File: src/rtl/mips_mc_control.sv
// Main control FSM for the MIPS multi-cycle datapath: sequences fetch/decode/execute/memory/writeback.
// Optional macro MIPS_CTRL_EXC_EN routes illegal opcodes through an exception state (EXC).
module mips_mc_control #(
  parameter int CNT_W = 32
) (
  input  logic             clk,
  input  logic             rst_n,
  input  logic [5:0]       opcode,
  input  logic             zero,
  input  logic             mem_ready,
  output logic             pc_write,
  output logic             pc_write_cond,
  output logic             i_or_d,
  output logic             mem_read,
  output logic             mem_write,
  output logic             ir_write,
  output logic             mem_to_reg,
  output logic             reg_dst,
  output logic             reg_write,
  output logic             alu_src_a,
  output logic [1:0]       alu_src_b,
  output logic [1:0]       alu_op,
  output logic [1:0]       pc_source,
  output logic             retire,
  output logic [CNT_W-1:0] retire_cnt,
  output logic             illegal,
  output logic [3:0]       dbg_state
);

  typedef enum logic [3:0] {
    FETCH     = 4'd0,
    DECODE    = 4'd1,
    MEM_ADDR  = 4'd2,
    MEM_READ  = 4'd3,
    MEM_WB    = 4'd4,
    MEM_WRITE = 4'd5,
    EXECUTE   = 4'd6,
    R_WB      = 4'd7,
    BRANCH    = 4'd8,
    JUMP      = 4'd9,
    ADDI_EX   = 4'd10,
    ADDI_WB   = 4'd11,
    EXC       = 4'd12
  } state_e;

  localparam logic [5:0] OP_R    = 6'b000000;
  localparam logic [5:0] OP_LW   = 6'b100011;
  localparam logic [5:0] OP_SW   = 6'b101011;
  localparam logic [5:0] OP_BEQ  = 6'b000100;
  localparam logic [5:0] OP_J    = 6'b000010;
  localparam logic [5:0] OP_ADDI = 6'b001000;

  state_e           state_q, state_d;
  logic             retire_q, retire_d;
  logic             illegal_q, illegal_d;
  logic [CNT_W-1:0] cnt_q, cnt_d;

  // The branch decision is made in the datapath by gating pc_write_cond with zero.
  logic unused_zero;
  assign unused_zero = zero;

  always_ff @(posedge clk or negedge rst_n) begin
    if (!rst_n) begin
      state_q   <= FETCH;
      retire_q  <= 1'b0;
      illegal_q <= 1'b0;
      cnt_q     <= '0;
    end else begin
      state_q   <= state_d;
      retire_q  <= retire_d;
      illegal_q <= illegal_d;
      cnt_q     <= cnt_d;
    end
  end

  always_comb begin
    state_d   = state_q;
    retire_d  = 1'b0;
    illegal_d = illegal_q;
    case (state_q)
      FETCH:    if (mem_ready) state_d = DECODE;
      DECODE: begin
        case (opcode)
          OP_R:         state_d = EXECUTE;
          OP_LW, OP_SW: state_d = MEM_ADDR;
          OP_BEQ:       state_d = BRANCH;
          OP_J:         state_d = JUMP;
          OP_ADDI:      state_d = ADDI_EX;
          default: begin
`ifdef MIPS_CTRL_EXC_EN
            state_d = EXC;
`else
            state_d   = FETCH;
            illegal_d = 1'b1;
`endif
          end
        endcase
      end
      // The IR only loads in FETCH, so opcode is still the decoded instruction here.
      MEM_ADDR: state_d = (opcode == OP_SW) ? MEM_WRITE : MEM_READ;
      MEM_READ: if (mem_ready) state_d = MEM_WB;
      MEM_WRITE: begin
        if (mem_ready) begin
          state_d  = FETCH;
          retire_d = 1'b1;
        end
      end
      EXECUTE:  state_d = R_WB;
      ADDI_EX:  state_d = ADDI_WB;
      MEM_WB, R_WB, BRANCH, JUMP, ADDI_WB: begin
        state_d  = FETCH;
        retire_d = 1'b1;
      end
`ifdef MIPS_CTRL_EXC_EN
      EXC: begin
        state_d   = FETCH;
        illegal_d = 1'b1;
      end
`endif
      default:  state_d = FETCH;
    endcase
    cnt_d = retire_d ? cnt_q + CNT_W'(1) : cnt_q;
  end

  always_comb begin
    pc_write      = 1'b0;
    pc_write_cond = 1'b0;
    i_or_d        = 1'b0;
    mem_read      = 1'b0;
    mem_write     = 1'b0;
    ir_write      = 1'b0;
    mem_to_reg    = 1'b0;
    reg_dst       = 1'b0;
    reg_write     = 1'b0;
    alu_src_a     = 1'b0;
    alu_src_b     = 2'b00;
    alu_op        = 2'b00;
    pc_source     = 2'b00;
    case (state_q)
      // PC and IR strobes fire only on the cycle the instruction fetch completes.
      FETCH: begin
        mem_read  = 1'b1;
        ir_write  = mem_ready;
        pc_write  = mem_ready;
        alu_src_b = 2'b01;
      end
      DECODE:   alu_src_b = 2'b11;
      MEM_ADDR: begin
        alu_src_a = 1'b1;
        alu_src_b = 2'b10;
      end
      MEM_READ: begin
        mem_read = 1'b1;
        i_or_d   = 1'b1;
      end
      MEM_WB: begin
        reg_write  = 1'b1;
        mem_to_reg = 1'b1;
      end
      MEM_WRITE: begin
        mem_write = 1'b1;
        i_or_d    = 1'b1;
      end
      EXECUTE: begin
        alu_src_a = 1'b1;
        alu_op    = 2'b10;
      end
      R_WB: begin
        reg_write = 1'b1;
        reg_dst   = 1'b1;
      end
      BRANCH: begin
        alu_src_a     = 1'b1;
        alu_op        = 2'b01;
        pc_write_cond = 1'b1;
        pc_source     = 2'b01;
      end
      JUMP: begin
        pc_write  = 1'b1;
        pc_source = 2'b10;
      end
      ADDI_EX: begin
        alu_src_a = 1'b1;
        alu_src_b = 2'b10;
      end
      ADDI_WB:  reg_write = 1'b1;
`ifdef MIPS_CTRL_EXC_EN
      EXC: begin
        pc_write  = 1'b1;
        pc_source = 2'b11;
      end
`endif
      default: ;
    endcase
  end

  assign retire     = retire_q;
  assign retire_cnt = cnt_q;
  assign illegal    = illegal_q;
  assign dbg_state  = state_q;

endmodule

File: config.mk
export PLATFORM = sky130hd
export DESIGN_NAME = mips_mc_control
export DESIGN_NICKNAME = d
export VERILOG_FILES = /design/src/rtl/mips_mc_control.sv
export SDC_FILE = /design/constraint.sdc
export NUM_CORES = 1
export LEC_CHECK = 0
export BUFFER_PORTS_ARGS = -buffer_cell sky130_fd_sc_hd__buf_2
export CAP_MARGIN = 20
export CORE_MARGIN = 2
export CORE_UTILIZATION = 40
export CTS_CLUSTER_SIZE = 40
export DETAILED_ROUTE_END_ITERATION = 10
export HOLD_SLACK_MARGIN = 0.06
export PLACE_DENSITY = 0.65
export SKIP_CTS_REPAIR_TIMING = 1
export SKIP_LAST_GASP = 1
export SYNTH_ARGS = -nofsm -noshare
export SYNTH_HDL_FRONTEND = slang
export SYNTH_SLANG_ARGS = --single-unit
File: constraint.sdc
create_clock -name clk -period 1.9 [get_ports clk]
set_input_delay 0.19 -clock clk [delete_from_list [all_inputs] [get_ports clk]]
set_output_delay 0.19 -clock clk [all_outputs]
set_load 0.01 [all_outputs]
==> impl_metrics.json <==
{
  "clock-root-buffer": "clkbuf_8",
  "fin_skew_ps": 2.67,
  "worstPathArrival_ps": 1640,
  "fp.coreArea_sq_um": 5070,
  "dp_slack_ps": 128,
  "die-area_sq_um": 5840,
  "crit_path_start_kind": "register",
  "post-route-util": 0.519,
  "grt_max_degree": 39,
  "cts_buffers": 5,
  "initial_core_util": 0.414,
  "critical_path_buf_inv_count": 2,
  "setup_slack_ps": 69.6,
  "rr_endpoint": "retire_cnt[27]$_DFFE_PN0P_",
  "max_freq_mhz": 546,
  "antenna_cells": 0,
  "dr_total_vias": 1750,
  "yosys.area.top_type": "dfrtp_1",
  "final.period_utilization": 0.963,
  "dp_hpwl_um": 3200,
  "worstSetupEndpoint": "pc_write",
  "rsz0062_at_grt": "yes",
  "cts_max_path_buffers": 2,
  "track_usage": 0.159,
  "via_per_inst": 4.92,
  "r2r_start": "retire_cnt[10]$_DFFE_PN0P_",
  "ios": 64,
  "leakagePower_nw": 1.36,
  "cp_slowest_cell": "dfrtp_1",
  "status": "completed",
  "hold_viol_final": 0,
  "synthAdderAreaFrac": 0.00596,
  "clk_latency_ps": 290,
  "dpl_cell_area_sq_um": 2530,
  "synthCells": 215,
  "io_buffers": 62,
  "setup_violations": 0,
  "mappedNetlistArea_sq_um": 2100,
  "synth-seq-cells": 38,
  "worst_pin_slew_ps": 452,
  "synth_top_area_frac": 0.453,
  "finalNonFillerCells": 356,
  "drcViolationCount": 0,
  "synth.distinct_cells": 41,
  "vdd_drop_max_uv": 543,
  "dieHeight_um": 76.5,
  "synth_simple_gate_area_frac": 0.305,
  "yosys-top-cells-count": "dfrtp_1 (38), nor2_1 (27), xor2_1 (20)",
  "cp.required_ps": 1710,
  "wire_per_inst_um": 12.5,
  "synth_top_family_by_area": "simple AND/OR/NAND/NOR gates",
  "avgSynthCellArea_sq_um": 9.77,
  "rows": 26,
  "period_needed_ps": 1830,
  "clk_pin_slew_worst_paths_ps": 70,
  "seq_area_frac_synth": 0.453,
  "final_max_slew_viol_count": 0,
  "synth_edf_count": 0,
  "r2r_setup_slack_ps": 140,
  "synth_compound_area_frac": 0.0417,
  "synthMuxAreaShare": 0.0149,
  "max-slew-margin-rel": 0.695,
  "cp.depth": 6,
  "yosysWarnings": 0,
  "cts_tree": "yes",
  "dr.pass1.iters": 4,
  "gr-total-overflow": 0,
  "h-tree-depth": 2,
  "cts_sinks": 38,
  "critPathKind": "register to output pin",
  "p_total_mw": 2.52,
  "wl_um": 4460,
  "area_delta_synth_final_pct": 25.5,
  "power.density_nw_per_um2": 956,
  "ys.flop_type": "dfrtp_1",
  "antenna_found_initial": 0,
  "drtIter0Drc": 61,
  "grt_pass1_vias": 1580,
  "dp.cells": 349,
  "endpoint_kind": "output pin",
  "async_flop_share": 1.00,
  "drive_gt1_frac": 0.353,
  "reg2regPathDepth": 5,
  "gp_congestion": 0.817,
  "hold_class": "primary input to register",
  "critPathMaxFanout": 7,
  "cap_violations": 0,
  "worstSetupStartpoint": "dbg_state[2]$_DFFE_PN0P_",
  "grt_pass1_wl_um": 7440,
  "path_cells": "nor2_2 -> buf_4 -> nand2_1 -> nor3_1 -> or2_2 -> buf_2",
  "layout.nets": 298,
  "yosys-top-cells-area": "dfrtp_1 (45%), xor2_1 (8.3%), xnor2_1 (5.8%)",
  "syn_nets": 226,
  "ant_nets": 0,
  "synthXorXnorAreaFrac": 0.142,
  "cp_top_family": "simple AND/OR/NAND/NOR gates",
  "final_area_sq_um": 2640,
  "critPathMaxStageDelay_ps": 460,
  "die_width_um": 76.5,
  "yosys.cell_count.top_type": "dfrtp_1"
}
-- flip-flops by register name, summed over array words and instances (netlist names) --
register and count:
retire_cnt 32, dbg_state 4, illegal 1, retire 1
-- worst min-delay path by stage --
stage,cells past startpoint,end,from,slack [ps]
final,3,dbg_state[0]$_DFFE_PN0P_,opcode[1],260
after floorplan,0,dbg_state[0]$_DFFE_PN0P_,rst_n,-110
after CTS,2,retire_cnt[1]$_DFFE_PN0P_,rst_n,-50
after global placement,2,retire$_DFF_PN0_,rst_n,270
after global routing,3,dbg_state[0]$_DFFE_PN0P_,opcode[1],300
after detailed placement,2,retire_cnt[4]$_DFFE_PN0P_,rst_n,270
-- where the power goes --
group          internal [mW]  switching, mW
sequential             0.894          0.100
clock                  0.280          0.272
combinational          0.446          0.527
-- layout by cell type (no fill, tap or decap), drive strengths merged, types with 6 or more instances in the layout --
master | synthesis | layout
nand4 | 6 | 6
xnor2 | 14 | 14
dfrtp | 38 | 38
nor3 | 20 | 20
nor2 | 27 | 27
inv | 7 | 7
nand3 | 9 | 9
clkbuf | 4 | 6
xor2 | 20 | 20
buf | 6 | 74
nand2 | 12 | 12
-- cells by family (layout without fill, tap and decap cells) --
kind of cell	count (synthesis)	count (layout)
and+or+nand+nor	108	108
adders and majority gates	1	1
muxes	3	3
buffers and inverters	17	88
AOI/OAI and AO/OA	14	14
DFF	38	38
xor gates and xnor gates	34	34
-- metal layers --
metal,track usage,part of all wire,vias up
li1,-,-,880
met5,0,0,-
met1,0.208,0.47,812
met2,0.248,0.46,53
met4,0.0709,0.018,0
met3,0.0391,0.056,5
-- through the flow --
stage	hold WS, ps	setup TNS [ps]
2_1_floorplan	-106	0
3_3_place_gp	268	0
3_5_place_dp	269	0
4_1_cts	-47.4	0
5_1_grt	304	-48.3
6_report	259	0
-- layout make-up --
| type | count | area (sq um) |
|---|---|---|
| repair buffers | 75 | 410 |
| well taps | 70 | 87.6 |
| multi-input cells | 160 | 1080 |
| clock buffers | 6 | 82.6 |
| fillers | 494 | 2440 |
| inverters | 7 | 26.3 |
| flip-flops and latches | 38 | 951 |
-- tightest hold or removal path, cell delays in order --
cell     delay [ps]
buf_2           150
a31oi_1         100
o21ai_0          70
No activity file was read; power rests on OpenSTA's default activity.
